$ cat config.mk
export PLATFORM = sky130hd
export DESIGN_NAME = memory_bank_bl_wl_writer
export DESIGN_NICKNAME = d
export VERILOG_FILES = /design/src/rtl/memory_bank_pkg.sv /design/src/rtl/memory_bank_bl_wl_writer.sv
export SDC_FILE = /design/constraint.sdc
export NUM_CORES = 1
export LEC_CHECK = 0
export CORE_AREA = 2 2 46 48
export DETAILED_ROUTE_END_ITERATION = 10
export DIE_AREA = 0 0 48 50
export PLACE_DENSITY = 0.84
export SLEW_MARGIN = 15
export SYNTH_ARGS = -nofsm -noshare
export SYNTH_HDL_FRONTEND = slang
export SYNTH_SLANG_ARGS = --single-unit
$ cat constraint.sdc
create_clock -name prog_clk -period 3.1 [get_ports prog_clk]
set_clock_uncertainty 0.2 [all_clocks]
set_input_delay 0.465 -clock prog_clk [delete_from_list [all_inputs] [get_ports prog_clk]]
set_output_delay 0.465 -clock prog_clk [all_outputs]
set_load 0.01 [all_outputs]
$ cat src/rtl/memory_bank_pkg.sv
// Shared definitions for the bl/wl memory-bank programming writer.
//   state_e    : programming sequencer states
//   CNT_W      : width of the per-state cycle counter
//   wl_onehot  : one-hot word-line decode, evaluated one line at a time so the
//                caller can size the result to its own word-line count
package memory_bank_pkg;

    typedef enum logic [2:0] {
        IDLE,
        LOAD,
        SETUP,
        PULSE,
        HOLD,
        DONE
    } state_e;

    localparam int CNT_W = 4;

    // Returns 1 when word line 'line' is the one selected by row 'row'.
    function automatic logic wl_onehot(input int row, input int line);
        return (row == line);
    endfunction

endpackage

$ cat src/rtl/memory_bank_bl_wl_writer.sv
// Drives the bl/wl programming lines of one tile column. One BL_WIDTH-bit row
// word is accepted per word line over a valid/ready stream and rows
// 0..WL_WIDTH-1 are written in order: bit lines are set up, one word line is
// pulsed, the lines are held, then the next row is loaded.
//
// Ports
//   prog_clk  in   programming clock, rising edge
//   pReset    in   synchronous active-high reset
//   start     in   begin a programming pass (sampled in IDLE only)
//   abort     in   synchronous abort of a pass in progress
//   s_valid   in   s_data holds the next row word
//   s_ready   out  a row word is accepted this cycle
//   s_data    in   row word, s_data[i] drives bl[i]
//   bl        out  bit lines to the tiles
//   wl        out  word lines to the tiles, never multi-hot
//   busy      out  pass in progress
//   done      out  one-cycle pulse on normal completion of a pass
module memory_bank_bl_wl_writer
    import memory_bank_pkg::*;
#(
    parameter int BL_WIDTH        = 3,
    parameter int WL_WIDTH        = 3,
    parameter int SETUP_CYCLES    = 1,
    parameter int WL_PULSE_CYCLES = 2
) (
    input  logic                prog_clk,
    input  logic                pReset,
    input  logic                start,
    input  logic                abort,
    input  logic                s_valid,
    output logic                s_ready,
    input  logic [BL_WIDTH-1:0] s_data,
    output logic [0:BL_WIDTH-1] bl,
    output logic [0:WL_WIDTH-1] wl,
    output logic                busy,
    output logic                done
);

    localparam int RW = (WL_WIDTH > 1) ? $clog2(WL_WIDTH) : 1;
    localparam logic [RW-1:0]    LAST_ROW   = RW'(WL_WIDTH - 1);
    localparam logic [CNT_W-1:0] SETUP_LOAD = CNT_W'(SETUP_CYCLES - 1);
    localparam logic [CNT_W-1:0] PULSE_LOAD = CNT_W'(WL_PULSE_CYCLES - 1);

    state_e              state_q;
    logic [RW-1:0]       row_q;
    logic [CNT_W-1:0]    cnt_q;
    logic [0:BL_WIDTH-1] bl_q;
    logic [0:WL_WIDTH-1] wl_q;
    logic                s_ready_q;
    logic                busy_q;
    logic                done_q;

    always_ff @(posedge prog_clk) begin
        if (pReset) begin
            state_q   <= IDLE;
            row_q     <= '0;
            cnt_q     <= '0;
            bl_q      <= '0;
            wl_q      <= '0;
            s_ready_q <= 1'b0;
            busy_q    <= 1'b0;
            done_q    <= 1'b0;
        end else if (abort && (state_q != IDLE)) begin
            // Abort wins over a same-cycle accept: the offered word is not consumed.
            state_q   <= IDLE;
            row_q     <= '0;
            cnt_q     <= '0;
            bl_q      <= '0;
            wl_q      <= '0;
            s_ready_q <= 1'b0;
            busy_q    <= 1'b0;
            done_q    <= 1'b0;
        end else begin
            case (state_q)
                IDLE: begin
                    done_q <= 1'b0;
                    if (start) begin
                        state_q   <= LOAD;
                        row_q     <= '0;
                        s_ready_q <= 1'b1;
                        busy_q    <= 1'b1;
                    end
                end
                LOAD: begin
                    if (s_valid && s_ready_q) begin
                        // bl is declared ascending, so map bit by bit rather than
                        // by vector position.
                        for (int i = 0; i < BL_WIDTH; i++) begin
                            bl_q[i] <= s_data[i];
                        end
                        s_ready_q <= 1'b0;
                        cnt_q     <= SETUP_LOAD;
                        state_q   <= SETUP;
                    end
                end
                SETUP: begin
                    if (cnt_q == '0) begin
                        for (int i = 0; i < WL_WIDTH; i++) begin
                            wl_q[i] <= wl_onehot(int'(row_q), i);
                        end
                        cnt_q   <= PULSE_LOAD;
                        state_q <= PULSE;
                    end else begin
                        cnt_q <= cnt_q - CNT_W'(1);
                    end
                end
                PULSE: begin
                    if (cnt_q == '0) begin
                        wl_q    <= '0;
                        state_q <= HOLD;
                    end else begin
                        cnt_q <= cnt_q - CNT_W'(1);
                    end
                end
                HOLD: begin
                    // wl dropped on entry to HOLD, so bl may change from here on.
                    if (row_q == LAST_ROW) begin
                        done_q  <= 1'b1;
                        bl_q    <= '0;
                        state_q <= DONE;
                    end else begin
                        row_q     <= row_q + RW'(1);
                        s_ready_q <= 1'b1;
                        state_q   <= LOAD;
                    end
                end
                DONE: begin
                    done_q  <= 1'b0;
                    busy_q  <= 1'b0;
                    row_q   <= '0;
                    state_q <= IDLE;
                end
                default: begin
                    state_q   <= IDLE;
                    row_q     <= '0;
                    wl_q      <= '0;
                    s_ready_q <= 1'b0;
                    busy_q    <= 1'b0;
                    done_q    <= 1'b0;
                end
            endcase
        end
    end

    assign s_ready = s_ready_q;
    assign bl      = bl_q;
    assign wl      = wl_q;
    assign busy    = busy_q;
    assign done    = done_q;

endmodule
==> metrics.md <==
| Metric | Value |
|---|---|
| Outcome | `completed` |
| Tmin final | `2.11 ns` |
| Input/output buffers | `16` |
| Worst-path clk slew | `0.09 ns` |
| RSZ-0062 raised after global routing | `false` |
| Antenna violations before repair | `0` |
| Total Neg Setup Slack | `0 ns` |
| Vias post-DR | `791` |
| Gr ovfl total | `0` |
| Vias/cell | `5.31` |
| Synthesized Nets | `120` |
| R2r startpoint | `state_q[2]` |
| Combinational share of power | `about a fifth` |
| Total Power | `0.473 mW` |
| Clk_lat worst skew | `0.28 ns` |
| Clk pwr share | `23.4%` |
| Synth warnings | `0` |
| CTS Sinks | `18` |
| Fin. Hold Viols | `0` |
| P_leak | `between 0.3 and 0.4 nW` |
| Seq pwr share | `between 50% and 60%` |
| Die ar. | `2400 um^2` |
| Synth unique cells | `38` |
| DRT iter0 DRCs | `5` |
| Fin area | `1140 um^2` |
| Final WL | `1790 um` |
| Vias in the first global route | `754` |
| Bufs on Longest Clock Path | `2` |
| Most frequent cells in the layout | `18 x dfxtp_1, 16 x clkdlybuf4s50_1, 13 x nor2_1` |
| Setup bufs post-CTS | `0` |
| Nets | `136` |
| Switching Fraction | `28.4%` |
| Startpoint types | `flip-flop` |
| Net Sw Power | `~0.13 mW` |
| Cts repair resizes | `0` |
| Hold Buf Count CTS | `0` |
| Number of CTS-inserted buffers | `3` |
| Setup violators final | `0` |
| Horiz. Die Dim | `roughly 48 um` |
| Tightest Pin Transition | `just over 0.6 ns` |
| Crit share post-route | `67.9%` |
| #FFs+latches synth | `18` |
| FF-to-FF path depth | `4` |
| Crit Path Category | `flip-flop to flip-flop` |
| Data required time at the worst endpoint | `3.09 ns` |
| Sequential area share after synthesis | `between 30% and 40%` |
| Core footprint | `1900 um^2` |
| Layout cell share with drive strength beyond 1 | `8.20%` |
| FILL cells | `roughly 180` |
| Max-slew violation count | `0` |
| Initial core utilization | `50.2%` |
| Detailed placement HPWL | `around 1300 um` |
| Row Count | `16` |
| Detailed Routing Iterations Pass 1 | `4` |
| Most common cell after layout, fill and taps aside | `dfxtp_1` |
| Post-synth top flop | `dfxtp_1` |
| Antenna diodes | `0` |
| Max-cap violations | `0` |
| Hold Path Class | `flip-flop to flip-flop` |
| Power Dens Cells | `around 410 nW/um^2` |
| Post-synth EDFFs | `0` |
| Max FO, Critical Path | `19` |
| Top-Level Pins | `17` |
| DRC violations left | `0` |
| CP Capture Type | `flip-flop` |
| Synth Area per Inst | `8.84 um^2` |
| Wire per inst | `12.0 um` |
| Critical Path End | `state_q[1]` |
| Setup crit start | `state_q[2]` |
| Clock tree root buffer cell | `clkbuf_4` |
| H-tree depth | `1` |
| Final Util | `60.2%` |
| Netlist Area Pre-Place | `955 um^2` |
| Largest net degree at the start of global routing | `20` |
| First-pass GRT wire length | `3270 um` |
| Reg-to-reg slack, setup | `0.99 ns` |
| Highest clock rate | `475 MHz` |
| Critical Path AT | `about 2.1 ns` |
| Pint | `between 0.3 and 0.4 mW` |
| Relative slew margins | `about 59%` |
| ANT nets after route | `0` |
| Placed cell areas | `1120 um^2` |
| VDD IR max | `approximately 0.00026 V` |
| Reg2reg end | `state_q[1]` |
| CTS tree | `done` |
| Die height | `50 um` |
| Gr usage total | `18.3%` |
| Post-synth ARST share | `0%` |
| Syn Inst Count | `108` |
| Gp weighted congestion | `0.833` |
| Area Growth Syn to Fin | `19.9%` |
[final cells by class]
type                            count  area, um^2  share of cell area [%]
Clock buffer                        3        22.5                    1.97
Inverter                            4        15.0                    1.31
Multi-Input combinational cell     80         546                    47.7
Sequential cell                    18         360                    31.5
Tap cell                           27        33.8                    2.95
Timing Repair Buffer               17         168                    14.6
[routing by layer]
layer	vias up	routed length [um]	global-route usage [%]
li1	417	-	-
met1	364	847	26.0
met2	10	892	28.7
met3	0	45	2.56
met4	0	0	4.05
met5	-	0	0
[cell families after synthesis]
logic type | after synthesis | share of synthesized area [%]
AOI/OAI and AO/OA | 26 | 18.0
adders and majority gates | 4 | 5.24
buffers and inverters | 10 | 5.11
DFF | 18 | 37.7
muxes | 5 | 5.24
and+or+nand+nor | 45 | 28.7
[how the worst min path moves through the flow]
stage | from | end | cells past startpoint
after global routing | busy | busy | 2
after floorplan | cnt_q[1] | cnt_q[1] | 2
after global placement | busy | busy | 2
final | busy | busy | 2
after CTS | busy | busy | 2
after detailed placement | busy | busy | 2
[state kept, by name (all words and copies together), names as in the netlist]
register,count
busy,1
wl,3
bl,3
state_q,3
done,1
cnt_q,4
row_q,2
s_ready,1
[power by group through the flow]
stage | combinational [mW] | sequential, mW | clock [mW]
CTS | 0.0971 | 0.264 | 0.117
global placement | 0.0938 | 0.270 | 0
floorplan | 0.0719 | 0.262 | 0
detailed placement | 0.0970 | 0.270 | 0
global route | 0.108 | 0.269 | 0.126
finish | 0.0970 | 0.265 | 0.110
[cell usage after synthesis, types with 2 or more instances]
cell type   n  area share, %
a211oi_1    2            1.6
a21oi_1     7            3.7
a22oi_1     5            3.9
and3_1      2            1.3
buf_2       3            1.6
clkbuf_1    2           0.79
dfxtp_1    18             38
ha_1        4            5.2
inv_1       4            1.6
mux2i_1     5            5.2
nand2_1     2           0.79
nand2b_1    2            1.3
nand3_1     3            1.6
nor2_1     13            5.1
nor2b_1     6            3.9
nor3b_1     3            2.4
o21ai_0     4            2.1
or3_1       3            2.0
[per-stage QoR]
stage	std cells	hold slack (ns)	worst slack (ns)
3_3_place_gp	146	0.259	0.892
3_5_place_dp	146	0.265	0.834
4_1_cts	149	0.281	0.991
5_1_grt	149	0.317	0.770
2_1_floorplan	108	0.261	1.41
6_report	149	0.278	0.995
[critical path: stages (launching register included)]
cell and delay [ns]:
dfxtp_1 0.48, o31ai_1 0.31, nand2b_1 0.37, or2_2 0.44, nor4_1 0.22
(Power assumes the default switching activity.)
